`config.mk`:
```
export PLATFORM = sky130hd
export DESIGN_NAME = rom_port_arbiter_flat
export DESIGN_NICKNAME = d
export VERILOG_FILES = /design/src/rtl/rom_arb_pkg.sv /design/src/rtl/rom_port_arbiter_if.sv /design/src/rtl/rom_arb_resp_pipe.sv /design/src/rtl/rom_port_arbiter.sv /design/src/flat_wrapper.sv
export SDC_FILE = /design/constraint.sdc
export NUM_CORES = 1
export LEC_CHECK = 0
export ABC_CLOCK_PERIOD_IN_PS = 2600
export CAP_MARGIN = 5
export CORE_AREA = 3 3 67 69
export DETAILED_ROUTE_END_ITERATION = 7
export DIE_AREA = 0 0 70 72
export GPL_ROUTABILITY_DRIVEN = 0
export PLACE_DENSITY_LB_ADDON = 0.15
export SLEW_MARGIN = 20
export SYNTH_ARGS = -nofsm -noshare
export SYNTH_HDL_FRONTEND = slang
export SYNTH_SLANG_ARGS = --single-unit
```
`constraint.sdc`:
```
create_clock -name clk_i -period 2.6 [get_ports clk_i]
set_clock_uncertainty 0.2 [all_clocks]
set_input_delay 0.52 -clock clk_i [delete_from_list [all_inputs] [get_ports clk_i]]
set_output_delay 0.52 -clock clk_i [all_outputs]
set_load 0.005 [all_outputs]
```
`src/rtl/rom_arb_pkg.sv`:
```
// ----------------------------------------------------------------------------
// rom_arb_pkg
// Shared types and helpers for the ROM port arbiter.
//   MaxIdxWidth : width reserved for a requester index inside a response tag
//   idxWidth()  : bits needed to index NumReq requesters (never below 1)
//   resp_tag_t  : {valid, idx} tag carried alongside each outstanding ROM read
// ----------------------------------------------------------------------------
package rom_arb_pkg;

    // Tags are sized for the largest supported configuration so the type can
    // live in the package; the top narrows/widens indices explicitly.
    localparam int unsigned MaxIdxWidth = 8;

    function automatic int unsigned idxWidth(input int unsigned numReq);
        return (numReq <= 2) ? 1 : $clog2(numReq);
    endfunction

    typedef struct packed {
        logic                   valid;
        logic [MaxIdxWidth-1:0] idx;
    } resp_tag_t;

endpackage

```
`src/rtl/rom_port_arbiter_if.sv`:
```
// ----------------------------------------------------------------------------
// rom_port_arbiter_if
// Requester-side bus of the ROM port arbiter.
//   req    : per-requester request            (master -> slave)
//   addr   : per-requester address            (master -> slave)
//   gnt    : grant, one-hot or zero           (slave -> master)
//   rvalid : response valid, one-hot or zero  (slave -> master)
//   rdata  : response data shared by everyone (slave -> master)
// The requesters use the master modport, the arbiter uses the slave modport.
// ----------------------------------------------------------------------------
interface rom_port_arbiter_if #(
    parameter int unsigned NumReq    = 2,
    parameter int unsigned AddrWidth = 16,
    parameter int unsigned DataWidth = 32
);
    logic [NumReq-1:0]                req;
    logic [NumReq-1:0][AddrWidth-1:0] addr;
    logic [NumReq-1:0]                gnt;
    logic [NumReq-1:0]                rvalid;
    logic [DataWidth-1:0]             rdata;

    modport master (
        output req,
        output addr,
        input  gnt,
        input  rvalid,
        input  rdata
    );

    modport slave (
        input  req,
        input  addr,
        output gnt,
        output rvalid,
        output rdata
    );
endinterface

```
`src/rtl/rom_arb_resp_pipe.sv`:
```
// ----------------------------------------------------------------------------
// rom_arb_resp_pipe
// Latency-deep shift register of response tags. Each cycle the tag of the
// read issued this cycle enters stage 0 and the oldest tag leaves, so the
// output tag lines up with the ROM data for that read.
//   clk_i, rst_ni : clock, asynchronous active-low reset (clears all tags)
//   tag_i         : tag of the read issued this cycle
//   tag_o         : tag whose ROM data is on the data bus this cycle
// ----------------------------------------------------------------------------
module rom_arb_resp_pipe
    import rom_arb_pkg::*;
#(
    parameter int unsigned Latency = 1
) (
    input  logic      clk_i,
    input  logic      rst_ni,
    input  resp_tag_t tag_i,
    output resp_tag_t tag_o
);

    resp_tag_t [Latency-1:0] stage_q;

    // Clearing on reset drops every in-flight read, so no stale response can
    // surface once reset is released.
    always_ff @(posedge clk_i or negedge rst_ni) begin
        if (!rst_ni) begin
            stage_q <= '0;
        end else begin
            stage_q[0] <= tag_i;
            for (int s = 1; s < int'(Latency); s++) begin
                stage_q[s] <= stage_q[s-1];
            end
        end
    end

    assign tag_o = stage_q[Latency-1];

endmodule

```
`src/rtl/rom_port_arbiter.sv`:
```
// ----------------------------------------------------------------------------
// rom_port_arbiter
// Shares one fixed-latency read-only ROM port between NumReq requesters.
// One request is granted per cycle; each read response is steered back to
// its issuer through a latency-matched pipeline of grant indices.
//   clk_i, rst_ni : clock, asynchronous active-low reset
//   bus           : requester bus (slave modport): req, addr, gnt, rvalid, rdata
//   rom_req_o     : ROM read request
//   rom_addr_o    : ROM address (holds its last value while idle)
//   rom_rdata_i   : ROM data, valid Latency cycles after rom_req_o
// Build option:
//   ROM_ARB_FIXED_PRIO_EN defined   -> fixed priority, lowest index wins
//   ROM_ARB_FIXED_PRIO_EN undefined -> round-robin (default)
// ----------------------------------------------------------------------------
module rom_port_arbiter
    import rom_arb_pkg::*;
#(
    parameter int unsigned NumReq    = 2,
    parameter int unsigned AddrWidth = 16,
    parameter int unsigned DataWidth = 32,
    parameter int unsigned Latency   = 1
) (
    input  logic                 clk_i,
    input  logic                 rst_ni,
    rom_port_arbiter_if.slave    bus,
    output logic                 rom_req_o,
    output logic [AddrWidth-1:0] rom_addr_o,
    input  logic [DataWidth-1:0] rom_rdata_i
);

    localparam int unsigned IdxWidth = idxWidth(NumReq);

    logic [IdxWidth-1:0]  winner;
    logic                 anyReq;
    logic [AddrWidth-1:0] selAddr;
    logic [AddrWidth-1:0] romAddr_q;
    resp_tag_t            tagIn;
    resp_tag_t            tagOut;

    assign anyReq = |bus.req;

`ifdef ROM_ARB_FIXED_PRIO_EN
    // Scanning downward lets the lowest active index overwrite the others.
    always_comb begin
        winner = '0;
        for (int i = int'(NumReq) - 1; i >= 0; i--) begin
            if (bus.req[i]) begin
                winner = IdxWidth'(i);
            end
        end
    end
`else
    logic [IdxWidth-1:0] rrPtr_q;
    logic [IdxWidth-1:0] rrPtr_d;

    // Search starts at the pointer and wraps modulo NumReq; the first active
    // request found wins.
    always_comb begin
        int unsigned cand;
        logic        found;
        winner = '0;
        found  = 1'b0;
        cand   = 0;
        for (int unsigned k = 0; k < NumReq; k++) begin
            cand = int'(rrPtr_q) + k;
            if (cand >= NumReq) begin
                cand = cand - NumReq;
            end
            if (!found && bus.req[cand]) begin
                found  = 1'b1;
                winner = IdxWidth'(cand);
            end
        end
    end

    // The pointer moves just past the winner so it ranks lowest next time;
    // with a single requester this stays at 0.
    always_comb begin
        rrPtr_d = rrPtr_q;
        if (anyReq) begin
            rrPtr_d = (winner == IdxWidth'(NumReq - 1)) ? '0 : winner + 1'b1;
        end
    end

    always_ff @(posedge clk_i or negedge rst_ni) begin
        if (!rst_ni) begin
            rrPtr_q <= '0;
        end else begin
            rrPtr_q <= rrPtr_d;
        end
    end
`endif

    // Grant decode and address mux are written as compare loops so an index
    // beyond NumReq-1 can never select a nonexistent requester.
    always_comb begin
        bus.gnt = '0;
        selAddr = '0;
        for (int unsigned i = 0; i < NumReq; i++) begin
            if (winner == IdxWidth'(i)) begin
                bus.gnt[i] = anyReq;
                selAddr    = bus.addr[i];
            end
        end
    end

    assign rom_req_o  = anyReq;
    assign rom_addr_o = anyReq ? selAddr : romAddr_q;

    // Remembers the last driven address so the ROM address is stable while idle.
    always_ff @(posedge clk_i or negedge rst_ni) begin
        if (!rst_ni) begin
            romAddr_q <= '0;
        end else begin
            romAddr_q <= rom_addr_o;
        end
    end

    always_comb begin
        tagIn       = '0;
        tagIn.valid = anyReq;
        tagIn.idx   = MaxIdxWidth'(winner);
    end

    rom_arb_resp_pipe #(
        .Latency (Latency)
    ) u_resp_pipe (
        .clk_i  (clk_i),
        .rst_ni (rst_ni),
        .tag_i  (tagIn),
        .tag_o  (tagOut)
    );

    // ROM data is passed through unmasked; only rvalid qualifies it.
    always_comb begin
        bus.rvalid = '0;
        for (int unsigned i = 0; i < NumReq; i++) begin
            bus.rvalid[i] = tagOut.valid && (tagOut.idx == MaxIdxWidth'(i));
        end
    end

    assign bus.rdata = rom_rdata_i;

endmodule
```
`src/flat_wrapper.sv`:
```
// flat-port wrapper written by rule: the top's interface ports become plain ports
module rom_port_arbiter_flat import rom_arb_pkg::*;
#(
    parameter int unsigned NumReq    = 2,
    parameter int unsigned AddrWidth = 16,
    parameter int unsigned DataWidth = 32,
    parameter int unsigned Latency   = 1
)
  (clk_i, rst_ni, rom_req_o, rom_addr_o, rom_rdata_i, bus_req, bus_addr, bus_gnt, bus_rvalid, bus_rdata);
  rom_port_arbiter_if #(.NumReq(NumReq), .AddrWidth(AddrWidth), .DataWidth(DataWidth)) bus_i ();
  input  logic clk_i;
  input  logic rst_ni;
  output logic rom_req_o;
  output logic [AddrWidth-1:0] rom_addr_o;
  input  logic [DataWidth-1:0] rom_rdata_i;
  input wire logic [$bits(bus_i.req)-1:0] bus_req;
  input wire logic [$bits(bus_i.addr)-1:0] bus_addr;
  output wire logic [$bits(bus_i.gnt)-1:0] bus_gnt;
  output wire logic [$bits(bus_i.rvalid)-1:0] bus_rvalid;
  output wire logic [$bits(bus_i.rdata)-1:0] bus_rdata;
  assign bus_i.req = bus_req;
  assign bus_i.addr = bus_addr;
  assign bus_gnt = bus_i.gnt;
  assign bus_rvalid = bus_i.rvalid;
  assign bus_rdata = bus_i.rdata;
  rom_port_arbiter #(.NumReq(NumReq), .AddrWidth(AddrWidth), .DataWidth(DataWidth), .Latency(Latency)) u_core (.clk_i(clk_i), .rst_ni(rst_ni), .bus(bus_i), .rom_req_o(rom_req_o), .rom_addr_o(rom_addr_o), .rom_rdata_i(rom_rdata_i));
endmodule
```
; ---- Word-level counts from Yosys, hierarchy flattened
; Cells that the tools add are included.
[totals]
ff_bits = 19
input_bits = 68
out_inout_bits = 53
[op_classes]
n_addsub = 4
n_lt_le_gt_ge = 4
mux = 14
reduce_logical = 6
[op_table]
columns = operator, count
row1 = less-than comparator 32 x 2 -> 1 bit (second input constant), 2
row2 = 2-to-1 mux 32 bit, 2
row3 = >= comparator 32 x 2 -> 1 bit (second input constant), 1
row4 = 2-to-1 mux 16 bit, 2
row5 = subtractor 32 x 2 -> 32 bit (second input constant), 1
row6 = 2-to-1 mux 1 bit, 10
row7 = logical NOT 8 bit, 1
row8 = logical AND 1 bit, 3
row9 = subtractor 1 x 2 -> 3 bit (second input constant), 1
row10 = adder 1 x 1 -> 2 bit (second input constant), 1
row11 = >= comparator 1 x 2 -> 1 bit (second input constant), 1
row12 = OR reduction 2 bit, 1
row13 = adder 1 bit (second input constant), 1
row14 = logical NOT 1 bit, 1

; ---- Depth between registers and ports, before layout
[logic_depth]
ltp_word = 10
ltp_mapped = 7
mapped_depth_nobuf = 3

; ---- By module
; From an unflattened synthesis, not the netlist that was laid out.
[unflattened]
cells_unflattened = 143
hier_area_um2 = 1493.9
[by_module_without_submodules]
columns = mod, instances, cells_each, area_per_inst_um2, seq_area_each_um2
row1 = rom_port_arbiter, 1, 134, 1268.7, 425.4
row2 = rom_arb_resp_pipe, 1, 9, 225.2, 225.2

; ---- Worst setup path before layout
; No wires, ideal clock.
[synth_path]
path_kind = in2out
start = input port bus_req[0]
end = output port rom_addr_o[5]
arrival_ns = 1.384
required_time_ns = 1.880
path_slack_ns = 0.496
stages = 5
path_cell_list = buf_6 > buf_2 > mux2_2 > o22ai_1 > a21oi_2
[synth_via]
elab_chain_len = 8
elab_cells_between_ends = 12
cone_classes = 9 x mux / 3 x reduce/logical
[synth_rtl]
columns = item, line_no
row1 = from (decl), flat_wrapper.sv:16  ; input wire logic [$bits(bus_i.req)-1:0] bus_req;
row2 = 2-to-1 mux 1 bit (not written as such) (2 in series), rom_port_arbiter.sv:69  ; if (!found && bus.req[cand]) begin
row3 = 2-to-1 mux 1 bit, rom_port_arbiter.sv:69
row4 = logical NOT 1 bit, rom_port_arbiter.sv:69
row5 = logical AND 1 bit, rom_port_arbiter.sv:69
row6 = 2-to-1 mux 1 bit, rom_port_arbiter.sv:69
row7 = 2-to-1 mux 16 bit, rom_port_arbiter.sv:100  ; if (winner == IdxWidth'(i)) begin
row8 = 2-to-1 mux 16 bit *, rom_port_arbiter.sv:108  ; assign rom_addr_o = anyReq ? selAddr : romAddr_q;
row9 = to (decl), flat_wrapper.sv:14  ; output logic [AddrWidth-1:0] rom_addr_o;
; Every way passes the cells marked *; elsewhere a longest branch is shown, timed or not. The select of a mux whose other input is x is not followed.

; ---- Worst setup path in the final report
[layout_path]
start = input port bus_req[1]
end = output port bus_gnt[0]
[layout_via]
elab_chain_len = 7
elab_cells_between_ends = 11
cone_classes = 8 x mux / 3 x reduce/logical
[layout_rtl]
columns = item, line_no
row1 = 2-to-1 mux 1 bit (not written as such) (2 in series), rom_port_arbiter.sv:69
row2 = 2-to-1 mux 1 bit, rom_port_arbiter.sv:69
row3 = logical NOT 1 bit, rom_port_arbiter.sv:69
row4 = logical AND 1 bit, rom_port_arbiter.sv:69
row5 = 2-to-1 mux 1 bit, rom_port_arbiter.sv:69
row6 = 2-to-1 mux 1 bit *, rom_port_arbiter.sv:100
row7 = to (decl), flat_wrapper.sv:18  ; output wire logic [$bits(bus_i.gnt)-1:0] bus_gnt;
; Marked as above.

==> impl_metrics.ini <==
[status]
status = finished, final reports clean

[worst_setup_path]
endpoint_kind = output pin
cp_max_fo = 9
crit_arrival_ns = 1.79
slowest_delay_ns = 0.55
cp_slowest_cell = clkdlybuf4s50_1
cp_cell_sequence = dlygate4sd2_1 -> buf_4 -> a21boi_0 -> clkdlybuf4s50_1
start_kind = input port
critPathTopFamily = buffers and inverters
critPathBufInv = 3
path_class = input port to output pin
cp_data_required_time_ns = 1.88

[placement]
post_dp_cell_area_um2 = 1690
place_hpwl_mm = 2.28
port-buffer-count = 56
place_inst = 206

[synth]
synth_fp_nets = 200
syn_avg_cell_area_um2 = 9.84
synthCells = 132
syn_area_um2 = 1300
seq_area_frac_synth_pct = 36.6
yosys_warnings = 0
synth_cell_types = 18
synth_seq_cells = 19

[die]
dieArea_um2 = 5040
ios = 121
die_h_um = 72
initial_core_util_pct = 32.7
core_area_um2 = 3970
die_x_um = 70
rows = 23

[route]
vias = 1014
wl_mm = 3.36
wl_met2_mm = 1.45
routed-wl-met3_um = 319
wire_per_inst_um = 15.5
drt_first_pass_iters = 4
vias_per_cell = 4.67
drcViolationCount = 0
first_iter_violations = 13
routedLengthMet1_mm = 1.55
highest_layer = met4
final_antenna_net_count = 0

[power]
power_density_nw_per_um2 = 465
leakage_uw = 0.000814
p_total_uw = 871
ir_worst_vdd_mv = 0.205

[clocking]
cts_hold_buf = 0
numClockSinks = 19
clk_path_buf_depth = 2
cts_tree = built
insertion_delay_ns = 0.25
h-tree-depth = 1
cts.clk_slew.worst_paths_ns = 0.07
cts_root_buf = clkbuf_8
cts_buffers = 3

[hold_path]
hp-class = flip-flop to flip-flop

[finish]
syn_to_final_growth_pct = 44.4
finalNetCount = 236
layout_common_cells = clkdlybuf4s50_1, dfrtp_1, inv_1, dlygate4sd2_1, mux2_2
final_cells = 217
antenna_cells = 0
drive_gt1_share_pct = 38.3
final_common_cell = clkdlybuf4s50_1
design_area_um2 = 1880

[sta]
maxSlewHeadroom_pct = 82.7
clock.fmax_ghz = 0.398
hold_viol_final = 0
fin_crit_sh_pct = 96.6
rsz0062_at_grt = false
finalSetupViolCount = 0
slew_viol_final = 0
worstMarginPinSlew_ns = 0.256
period_minus_slack_ns = 2.51
hold_ws_ns = 0.355

[grt]
grt_usage_pct = 13.5
grt_max_degree = 20
grt_pass1_vias = 1120
grt_pass1_wl_mm = 5.51
grt_antenna_before_repair = 0
overflow = 0

[run]
maxCapViolations = 0
[synth_stat cells, drive strengths merged]
master	n	area, µm²
buf	37	294
dfrtp	19	475
inv	17	63.8
a21oi	16	114
mux2	16	180
o22ai	16	100
and2	3	21.3
clkbuf	3	11.3
a21boi	1	7.51
nand2b	1	13.8
nor2b	1	6.26
o21ai	1	5.00
or2	1	6.26
[timing repair]
item / in CTS / in global routing
gates resized for setup: 41 / 1
gates cloned: 1 / 0
buffers inserted: 6 / 0
setup endpoints to repair: 19 / 1
[report_power, final]
group / total, µW / internal [µW] / switching, µW
Clock: 203 / 109 / 94.3
Combinational: 324 / 191 / 133
Sequential: 344 / 334 / 10.8
[logic make-up after synthesis]
family          Yosys count  share of synthesized area, %
flops                    19                          36.6
simple gates              6                          3.66
mux                      16                          13.9
compound gates           34                          17.4
buf+inv                  57                          28.4
[final timing paths]
kind / slack (ns) / depth (start not counted) / endpoint / from
worst min-delay path: 0.35 / 2 / u_core.rrPtr_q / u_core.rrPtr_q
min in group asynchronous: 0.41 / 2 / u_core.romAddr_q[15] / rst_ni
max in group asynchronous: 1.59 / 2 / u_core.romAddr_q[3] / rst_ni
worst min register to register: 0.35 / 2 / u_core.rrPtr_q / u_core.rrPtr_q
worst max register to register: 1.08 / 6 / u_core.romAddr_q[9] / u_core.rrPtr_q
worst max-delay path: 0.09 / 4 / bus_gnt[0] / bus_req[1]
[registers in the layout (all words and copies together) (netlist names)]
register,cells
u_core.romAddr_q,16
u_core.rrPtr_q,1
u_core.u_resp_pipe.tag_o,2
[layer usage]
| layer | up-vias | global-route usage [%] |
|---|---|---|
| li1 | 482 | - |
| met1 | 462 | 17.8 |
| met2 | 60 | 19.8 |
| met3 | 10 | 6.09 |
| met4 | 0 | 4.26 |
| met5 | - | 0 |
[cell type report]
type	count	area (µm²)
fill	394	2100
timing repair buffer	70	674
multi-input combinational	57	554
sequential	19	475
inverter	17	63.8
tap	50	62.6
clock buffer	4	45.0
[metrics by stage]
stage          TNS [ns]  utilization [%]  setup slack (ns)
6_report              0             47.2            0.0874
5_1_grt               0             47.2            0.0172
4_1_cts               0             47.1            0.0689
3_5_place_dp      -6.23             42.5            -0.434
3_3_place_gp      -6.07             42.5            -0.427
2_1_floorplan         0                -             0.496
[tightest hold or removal path, cell delays in order (launching register included)]
cell and delay, ns:
dfrtp_1 0.40, inv_1 0.06, o21ai_0 0.06
No activity file was read; power rests on OpenSTA's default activity.
